## src/rtl/mult_booth_param.sv

```systemverilog
// Sequential radix-2 Booth multiplier with signed/unsigned mode, start/busy/done
// handshake and abort. Operands are widened by one bit so both modes share one datapath.
module mult_booth_param #(
  parameter int WIDTH = 32
) (
  input  logic             clk,
  input  logic             reset,
  input  logic             start,
  input  logic             is_signed,
  input  logic [WIDTH-1:0] op_a,
  input  logic [WIDTH-1:0] op_b,
  input  logic             abort,
  output logic             busy,
  output logic             done,
  output logic [WIDTH-1:0] hi,
  output logic [WIDTH-1:0] lo
);

  localparam int XW    = WIDTH + 1;
  localparam int CNT_W = $clog2(WIDTH + 2);
  localparam logic [CNT_W-1:0] LAST_STEP = CNT_W'(WIDTH);

  typedef enum logic [1:0] {IDLE, RUN, FINISH} state_e;

  state_e                state_q, state_d;
  logic [CNT_W-1:0]      cnt_q, cnt_d;
  logic signed [XW-1:0]  acc_q, acc_d;
  logic signed [XW-1:0]  m_q, m_d;
  logic signed [XW-1:0]  q_q, q_d;
  logic                  qm1_q, qm1_d;
  logic                  busy_q, busy_d;
  logic                  done_q, done_d;
  logic [WIDTH-1:0]      hi_q, hi_d;
  logic [WIDTH-1:0]      lo_q, lo_d;
  logic signed [XW-1:0]  sum;
  logic [2*XW-1:0]       prod;

  // The extra top bit is the sign in MULT mode and zero in MULTU mode.
  function automatic logic signed [XW-1:0] extend(input logic [WIDTH-1:0] v,
                                                  input logic sgn);
    return $signed({sgn & v[WIDTH-1], v});
  endfunction

  function automatic logic signed [XW-1:0] booth_add(input logic signed [XW-1:0] acc,
                                                     input logic signed [XW-1:0] m,
                                                     input logic [1:0] pair);
    case (pair)
      2'b10:   return acc - m;
      2'b01:   return acc + m;
      default: return acc;
    endcase
  endfunction

  always_comb begin
    state_d = state_q;
    cnt_d   = cnt_q;
    acc_d   = acc_q;
    m_d     = m_q;
    q_d     = q_q;
    qm1_d   = qm1_q;
    hi_d    = hi_q;
    lo_d    = lo_q;
    done_d  = 1'b0;
    sum     = booth_add(acc_q, m_q, {q_q[0], qm1_q});
    prod    = {acc_q, q_q};

    case (state_q)
      IDLE: begin
        // abort takes precedence over a simultaneous start
        if (start && !abort) begin
          state_d = RUN;
          cnt_d   = '0;
          acc_d   = '0;
          m_d     = extend(op_a, is_signed);
          q_d     = extend(op_b, is_signed);
          qm1_d   = 1'b0;
        end
      end
      RUN: begin
        if (abort) begin
          state_d = IDLE;
        end else begin
          acc_d = {sum[XW-1], sum[XW-1:1]};
          q_d   = {sum[0], q_q[XW-1:1]};
          qm1_d = q_q[0];
          if (cnt_q == LAST_STEP) begin
            state_d = FINISH;
          end else begin
            cnt_d = cnt_q + 1'b1;
          end
        end
      end
      FINISH: begin
        state_d = IDLE;
        if (!abort) begin
          hi_d   = prod[2*WIDTH-1:WIDTH];
          lo_d   = prod[WIDTH-1:0];
          done_d = 1'b1;
        end
      end
      default: state_d = IDLE;
    endcase

    busy_d = (state_d != IDLE);
  end

  always_ff @(posedge clk) begin
    if (reset) begin
      state_q <= IDLE;
      cnt_q   <= '0;
      acc_q   <= '0;
      m_q     <= '0;
      q_q     <= '0;
      qm1_q   <= 1'b0;
      busy_q  <= 1'b0;
      done_q  <= 1'b0;
      hi_q    <= '0;
      lo_q    <= '0;
    end else begin
      state_q <= state_d;
      cnt_q   <= cnt_d;
      acc_q   <= acc_d;
      m_q     <= m_d;
      q_q     <= q_d;
      qm1_q   <= qm1_d;
      busy_q  <= busy_d;
      done_q  <= done_d;
      hi_q    <= hi_d;
      lo_q    <= lo_d;
    end
  end

  assign busy = busy_q;
  assign done = done_q;
  assign hi   = hi_q;
  assign lo   = lo_q;

endmodule

```

## config.mk

```make
export PLATFORM = sky130hd
export DESIGN_NAME = mult_booth_param
export DESIGN_NICKNAME = d
export VERILOG_FILES = /design/src/rtl/mult_booth_param.sv
export SDC_FILE = /design/constraint.sdc
export NUM_CORES = 1
export LEC_CHECK = 0
export BUFFER_PORTS_ARGS = -buffer_cell sky130_fd_sc_hd__buf_2
export CAP_MARGIN = 20
export CORE_MARGIN = 2
export CORE_UTILIZATION = 29
export CTS_CLUSTER_SIZE = 28
export DETAILED_ROUTE_END_ITERATION = 7
export PLACE_DENSITY = 0.58
export SETUP_SLACK_MARGIN = 0.15
export SYNTH_ARGS = -nofsm -noshare
export SYNTH_HDL_FRONTEND = slang
export SYNTH_SLANG_ARGS = --single-unit
```

## constraint.sdc

```tcl
create_clock -name clk -period 12.18 [get_ports clk]
set_clock_uncertainty 0.1 [all_clocks]
set_input_delay 2.436 -clock clk [delete_from_list [all_inputs] [get_ports clk]]
set_output_delay 2.436 -clock clk [all_outputs]
set_load 0.005 [all_outputs]
```

==> out/metrics.cfg <==
[status]
status=completed

[grt]
grt_pass1_wl_um=40900
grt_overflow=0
first_global_vias=7781
track_usage=0.154
antenna_found_initial=2
grt_max_degree=82

[floorplan]
io_pins=135
die-area_um2=32500
chipWidth_um=180
fp.dieH_um=180
core_um2=30600
initial_core_util=0.295
fp-row-count=64

[sta]
fmax_mhz=206
setup_ws_ns=7.33
min_period_ns=4.85
setup_viol=0
rsz0062_at_grt=no
tightest_slew_ns=1.03
tns_ns=0
slew_violations=0
final.period_utilization=0.398
max_slew_margin=0.309
hold_viol=0

[run]
cap_viol_max_count=0

[synthesis]
synth-compound-area-share=0.222
synthMuxAreaShare=0.0401
synth_nets=1254
synth_edf_count=0
yosys_register_bits=173
synth_top_family_by_area=compound AO/OA/AOI/OAI gates
synthAdderAreaFrac=0.0522
synth_cells=1148
yosys.area_share.simple=0.198
ys_seq_area_frac=0.384
ys_async_sr_fraction=0
ys_types=64
ys_warn_count=0
avgSynthCellArea_um2=7.85
synth_ff_type=dfxtp_1
synth.cell_area_um2=9010
synthXorXnorAreaFrac=0.0611

[clock_network]
cts_max_level=4
cts_hold_buffers=0
cts_tree=yes
path_clk_slew_ns=0.07
cts_num_sinks=173
cts_resized=0
postCtsSetupRepairBufs=0
clock_latency_ns=0.44
cts_made_buffers=17
cts_max_path_buffers=2
cts_root_buffer=clkbuf_16

[setup_path]
critPathKind=in -> reg
arrival_ns=5.07
cpMaxStageDelayCell=or4b_2
r2r_start=m_q[2]
cp-end-kind=flip-flop
critPathMaxStageDelay_ns=1.00
crit_end=acc_q[31]
required_ns=12.40
reg2reg_depth=13
cp_max_fo=36
worstSetupStartpoint=abort
crit_path_start_kind=input port
timing.rr.end=acc_q[31]
crit_family=simple AND/OR/NAND/NOR gates
path_cells=buf_2 -> or4b_2 -> nand2_2 -> buf_4 -> o21ai_0 -> nand3b_1 -> o31a_1 -> nand3_1
reg2reg_slack_ns=7.46
cp_num_buf_inv=2
path_depth=8

[cells_and_area]
area_growth_pct=17.2
stdcell_count=1645
fin_area_um2=10600
final_util=0.345
ff_latch_area_um2=3460
mostFrequentLayoutCell=nand2_1
drive_gt1_frac=0.158
mostFrequentLayoutCells=nand2_1, dfxtp_1, a21oi_1
fillers=3279
multiInputGateArea_um2=5190
num-nets-final=1340

[drt]
ant_nets=0
drt_iter0_drc=419
drcViolationCount=0
wire_per_inst_um=15.3
route.vias.total=8254
dr.pass1.iters=6
routed_wl_um=25200
via_per_inst=5.02

[placed_design]
io_buffers=134
place_area_um2=9990
place.gp.congestion=0.868
dp_slack_ns=6.87
hpwl_um=18200
post-place-cells=1611

[power_and_ir_drop]
irDropWorstVdd_mv=0.0778
p_leak_nw=4.37
powerDensity_nw_per_um2=133

[min_path]
hp-class=reg -> reg

[worst min-delay path by stage]
| stage | slack (ns) | depth (start not counted) | end | start |
|---|---|---|---|---|
| finish | 0.35 | 2 | hi[16] | hi[16] |
| global route | 0.37 | 2 | hi[17] | hi[17] |
| CTS | 0.35 | 2 | hi[21] | hi[21] |
| detailed placement | 0.34 | 2 | hi[21] | hi[21] |
| global placement | 0.34 | 2 | hi[13] | hi[13] |
| floorplan | 0.34 | 2 | m_q[21] | m_q[21] |
[tightest hold or removal path: stages, from the launching register on]
cell	delay, ns
dfxtp_1	0.31
nand2_1	0.05
a21oi_1	0.05
[area by class of cell]
type | count | area share
Inverter | 23 | 0.00817
Antenna cell | 2 | 0.000474
Multi-Input combinational cell | 875 | 0.491
Tap cell | 396 | 0.0469
Clock buffer | 17 | 0.0403
Sequential cell | 173 | 0.328
Timing Repair Buffer | 144 | 0.0708
Clock inverter | 15 | 0.0141
[registers in the layout, indices dropped and copies added, names as in the netlist]
signal   flops
lo          32
m_q         33
done         1
qm1_q        1
q_q         33
acc_q       32
hi          32
state_q      2
cnt_q        6
busy         1
[stage by stage]
stage	power, mW	hold slack [ns]
floorplan	0.811	0.336
finish	1.41	0.352
global placement	0.875	0.342
detailed placement	0.879	0.345
global route	1.48	0.373
CTS	1.42	0.354
[cells by family (layout without fill, tap and decap cells)]
group / Yosys count / after routing
XOR/XNOR: 62 / 62
flip-flops: 173 / 173
multiplexers: 36 / 36
other: 0 / 2
buffers and inverters: 100 / 199
AND/OR/NAND/NOR: 410 / 410
adder cells (fa/ha/maj): 37 / 37
AO/OA/AOI/OAI: 330 / 330
[power breakdown]
group          switching [mW]  total, mW  internal [mW]
logic                   0.166      0.271          0.105
registers              0.0165      0.598          0.582
clock network           0.265      0.537          0.272
[synth_stat cells (all sizes together), types with 3 or more instances]
cell type | instances | share of area
a211oi | 37 | 0.031
a21o | 12 | 0.010
a21oi | 170 | 0.094
a222oi | 5 | 0.0056
a22oi | 21 | 0.017
a31oi | 10 | 0.0069
and2 | 4 | 0.0028
and3 | 4 | 0.0028
buf | 11 | 0.0051
clkbuf | 66 | 0.027
dfxtp | 173 | 0.38
ha | 36 | 0.050
inv | 23 | 0.0096
mux2i | 35 | 0.039
nand2 | 234 | 0.097
nand2b | 5 | 0.0035
nand3 | 12 | 0.0067
nand3b | 3 | 0.0025
nand4 | 7 | 0.0049
nor2 | 87 | 0.036
nor2b | 3 | 0.0021
nor3 | 25 | 0.015
nor4 | 7 | 0.0065
o211ai | 9 | 0.0075
o21a | 6 | 0.0050
o21ai | 25 | 0.014
o22ai | 15 | 0.010
or2 | 3 | 0.0021
or3 | 3 | 0.0021
or4 | 3 | 0.0031
xnor2 | 24 | 0.024
xor2 | 38 | 0.037
[routing by layer]
layer  vias to the layer above  GRT usage  routed length [um]
met5                         -          0                   0
met3                        23     0.0297                 989
li1                       4218          -                   -
met1                      3834      0.214               12700
met2                       179      0.240               11100
met4                         0     0.0487                 393
(Power assumes the default switching activity.)
